[config.mk]
export PLATFORM = sky130hd
export DESIGN_NAME = reg_select_sequencer
export DESIGN_NICKNAME = d
export VERILOG_FILES = /design/src/rtl/reg_select_sequencer.sv
export SDC_FILE = /design/constraint.sdc
export NUM_CORES = 1
export LEC_CHECK = 0
export ABC_AREA = 0
export CORE_MARGIN = 2
export CORE_UTILIZATION = 34
export DETAILED_ROUTE_END_ITERATION = 10
export PLACE_DENSITY = 0.67
export SLEW_MARGIN = 20
export SYNTH_ARGS = -nofsm -noshare
export SYNTH_HDL_FRONTEND = slang
export SYNTH_SLANG_ARGS = --single-unit
[constraint.sdc]
create_clock -name clk -period 2.3 [get_ports clk]
set_clock_uncertainty 0.2 [all_clocks]
set_input_delay 0.345 -clock clk [delete_from_list [all_inputs] [get_ports clk]]
set_output_delay 0.345 -clock clk [all_outputs]
set_load 0.01 [all_outputs]
[src/rtl/reg_select_sequencer.sv]
// Walks a binary index from a start value for N beats, presenting it both binary and one-hot.
// Optional REGSEL_SKIP_ZERO_EN: index 0 is never emitted and the count clamp drops to OUT_W-1.
module reg_select_sequencer #(
  parameter  int SEL_W = 4,
  localparam int OUT_W = 2**SEL_W
) (
  input  logic             clk,
  input  logic             clr,
  input  logic             in_valid,
  output logic             in_ready,
  input  logic [SEL_W-1:0] in_sel,
  input  logic [SEL_W:0]   in_count,
  input  logic             in_dir,
  output logic             out_valid,
  input  logic             out_ready,
  output logic [OUT_W-1:0] out_onehot,
  output logic [SEL_W-1:0] out_index,
  output logic             out_last,
  output logic             busy
);

  typedef enum logic {IDLE, EMIT} state_t;

`ifdef REGSEL_SKIP_ZERO_EN
  localparam logic [SEL_W:0] MAX_CNT = (SEL_W+1)'(OUT_W - 1);
`else
  localparam logic [SEL_W:0] MAX_CNT = (SEL_W+1)'(OUT_W);
`endif

  state_t           state_q, state_d;
  logic [SEL_W-1:0] idx_q, idx_d;
  logic [SEL_W:0]   rem_q, rem_d;
  logic             dir_q, dir_d;

  logic [SEL_W:0]   eff_cnt;
  logic [SEL_W-1:0] start_idx;
  logic [SEL_W-1:0] step_idx;

  // Zero counts mean one beat; oversized counts saturate at one full sweep.
  always_comb begin
    eff_cnt = in_count;
    if (in_count == '0)
      eff_cnt = (SEL_W+1)'(1);
    else if (in_count > MAX_CNT)
      eff_cnt = MAX_CNT;
  end

  always_comb begin
    start_idx = in_sel;
    step_idx  = dir_q ? (idx_q - SEL_W'(1)) : (idx_q + SEL_W'(1));
`ifdef REGSEL_SKIP_ZERO_EN
    // Landing on zero hops one more position in the walk direction, same edge.
    if (in_sel == '0)
      start_idx = in_dir ? {SEL_W{1'b1}} : SEL_W'(1);
    if (step_idx == '0)
      step_idx = dir_q ? {SEL_W{1'b1}} : SEL_W'(1);
`endif
  end

  always_comb begin
    state_d = state_q;
    idx_d   = idx_q;
    rem_d   = rem_q;
    dir_d   = dir_q;
    case (state_q)
      IDLE: begin
        if (in_valid) begin
          state_d = EMIT;
          idx_d   = start_idx;
          rem_d   = eff_cnt;
          dir_d   = in_dir;
        end
      end
      EMIT: begin
        if (out_ready) begin
          if (rem_q == (SEL_W+1)'(1)) begin
            state_d = IDLE;
            rem_d   = '0;
          end else begin
            idx_d = step_idx;
            rem_d = rem_q - (SEL_W+1)'(1);
          end
        end
      end
      default: state_d = IDLE;
    endcase
  end

  always_ff @(posedge clk) begin
    if (!clr) begin
      state_q <= IDLE;
      idx_q   <= '0;
      rem_q   <= '0;
      dir_q   <= 1'b0;
    end else begin
      state_q <= state_d;
      idx_q   <= idx_d;
      rem_q   <= rem_d;
      dir_q   <= dir_d;
    end
  end

  assign in_ready  = (state_q == IDLE);
  assign busy      = (state_q != IDLE);
  assign out_valid = (state_q == EMIT);
  assign out_index = idx_q;
  assign out_last  = out_valid && (rem_q == (SEL_W+1)'(1));

  always_comb begin
    out_onehot = '0;
    if (out_valid)
      out_onehot[idx_q] = 1'b1;
  end

endmodule

==> summary.txt <==
H-Tree Depth: 1
Sequential share of the synthesized area: 25.6%
EDFF count, synth: 0
Final nets: 170
Core Area: 2430 sq um
I/O pin count: 38
CTS root buffer: clkbuf_4
Fin util: 53.5%
DRC violation count after routing: 0
DP Wirelength: 1700 um
Cell count after placement: 175
Gr usage total: 16.2%
Starting Density: 35.4%
Outcome: completed
Mapped Cells: 112
Rel. slew slack: 59.5%
Initial antenna violation count: 0
Net count after synthesis: 131
Worst reg2reg setup slack: 420 ps
Startpoint Class: register
Ys async rst share: 0%
Area leader, netlist: dfxtp_1
Synth top area share: 25.6%
Largest net degree at the start of global routing: 19
Synth-to-Final Area Change: 51.2%
Yosys cell types: 40
Port Buffers: 37
First-pass GRT wire length: 3490 um
Fmax: 0.458 GHz
Worst slew pin tran: 591 ps
Layout cells sized above 1: 11.3%
RSZ-0062 raised after global routing: false
Die height: 54.3 um
Hold bufs inserted after CTS: 0
Hold wc startpoint: out_index[1]
Hold Crit Depth: 1
Hold WS: 376 ps
Synth Flop Type: dfxtp_1
DIE AREA: 2950 sq um
Avg Cell Area, Syn: 7.69 sq um
Vias: 917
Synth warn: 0
Crit path required time: 1750 ps
Routed vias/inst: 5.09
Depth of the worst register-to-register path: 5
MaxCap Viol Count: 0
Crit path capture type: output port
Arr. time, crit path: 1640 ps
Period utilization: 95.0%
CTS tree: built
Power density over cell area: 459 nW/um^2
Yosys reg bits: 11
Crit Path Class: register to output port
Tmin final: 2180 ps
Iter 0 DRT Violations: 13
DRT Pass-1 Iters: 4
Routed WL: 2170 um
Clock sinks: 11
R2R Path End: out_index[3]
Wire per inst: 12.0 um
Hold EP: out_index[1]
Reg2reg start: busy
Critical-path maximum fanout: 6
Die W: 54.3 um
Final non-filler cell total: 180
Pleak: 0.515 nW
Final ANT Viol Nets: 0
VDD IR max: 0.000357 V
Routability cong.: 0.887
Count leader, synth: nor2_1
Reg clk slew, reported paths: 80 ps
Antenna Cells: 0
Worst-Skew Late Latency: 270 ps
Final Hold Fails: 0
Slew Limit Fails: 0
Commonest cells in the netlist: nor2_1 (16), dfxtp_1 (11), inv_1 (9)
Worst hold path class: register to register
Vias in the first global route: 838
Setup Total Neg Slack: 0 ps
Total CTS buffers: 3
Synth Cell Area: 861 sq um
Rows: 18
Final setup violating endpoints: 0
CTS Buffer Depth: 2
Grt ovf: 0
Synth area leaders: dfxtp_1 (26%), nor2_1 (7.0%), ha_1 (5.8%)
==> stage by stage <==
step	area, sq um	setup WS, ps	total power, mW
floorplan	861	459	0.373
global placement	1250	219	0.456
detailed placement	1250	174	0.460
CTS	1290	2.70	0.600
global route	1300	8.21	0.635
finish	1300	116	0.597
==> flip-flops by register name (all words and copies together), names as in the netlist <==
register   flops
dir_q          1
out_index      4
busy           1
rem_q          5
==> routing by layer <==
metal | global-route usage [%] | wire [um] | up-vias
met2 | 28.7 | 1020 | 36
met3 | 3.28 | 159 | 4
li1 | - | - | 472
met5 | 0 | 0 | -
met1 | 17.1 | 945 | 405
met4 | 10.8 | 38 | 0
==> layout by cell type (no fill, tap or decap), types with 3 or more instances in the layout <==
cell             instances
a21oi_1                  4
buf_4                    3
clkbuf_4                 3
clkdlybuf4s50_1         36
dfxtp_1                  7
dfxtp_2                  4
ha_1                     4
inv_1                    8
nand2_1                  8
nand3_1                  4
nor2_1                  16
nor3_1                   5
o21ai_0                  8
==> how the worst max path moves through the flow <==
stage / start / endpoint / slack (ps)
floorplan: busy / out_onehot[1] / 460
global placement: rem_q[0] / out_last / 220
detailed placement: rem_q[0] / out_last / 170
CTS: rem_q[0] / out_last / 3
global route: out_index[0] / out_onehot[3] / 8
finish: out_index[1] / out_onehot[0] / 120
==> critical path, cell delays in order, from the launching register on <==
cell,delay [ps]
dfxtp_2,360
inv_1,110
nand3_1,180
nor3_1,170
clkdlybuf4s50_1,560
==> cells by family (layout without fill, tap and decap cells) <==
family	Yosys count	in the layout	synth area share (%)
adder cells (fa/ha/maj)	5	5	8.14
buffers and inverters	15	53	7.27
XOR/XNOR	3	3	3.05
flip-flops	11	11	25.6
AO/OA/AOI/OAI	30	30	24.7
multiplexers	3	3	3.63
AND/OR/NAND/NOR	45	45	27.6
==> repair_timing <==
| item | in CTS | in global routing |
|---|---|---|
| setup buffers | 1 | 0 |
| endpoints found under the setup margin | 1 | 8 |
| gates resized for setup | 0 | 7 |
| hold endpoints to repair | 0 | 0 |
==> cell type report <==
type	instances	area, sq um
Clock buffer	4	26.3
Fill cell	239	1130
Inverter	9	33.8
Multi-Input combinational cell	86	583
Sequential cell	11	225
Tap cell	30	37.5
Timing Repair Buffer	40	395
==> report_power, final <==
group / internal [mW] / switching, mW / leakage, nW
clock network: 0.0672 / 0.0688 / 0.0150
logic: 0.117 / 0.103 / 0.408
registers: 0.211 / 0.0300 / 0.0921
No activity file was read; power rests on OpenSTA's default activity.
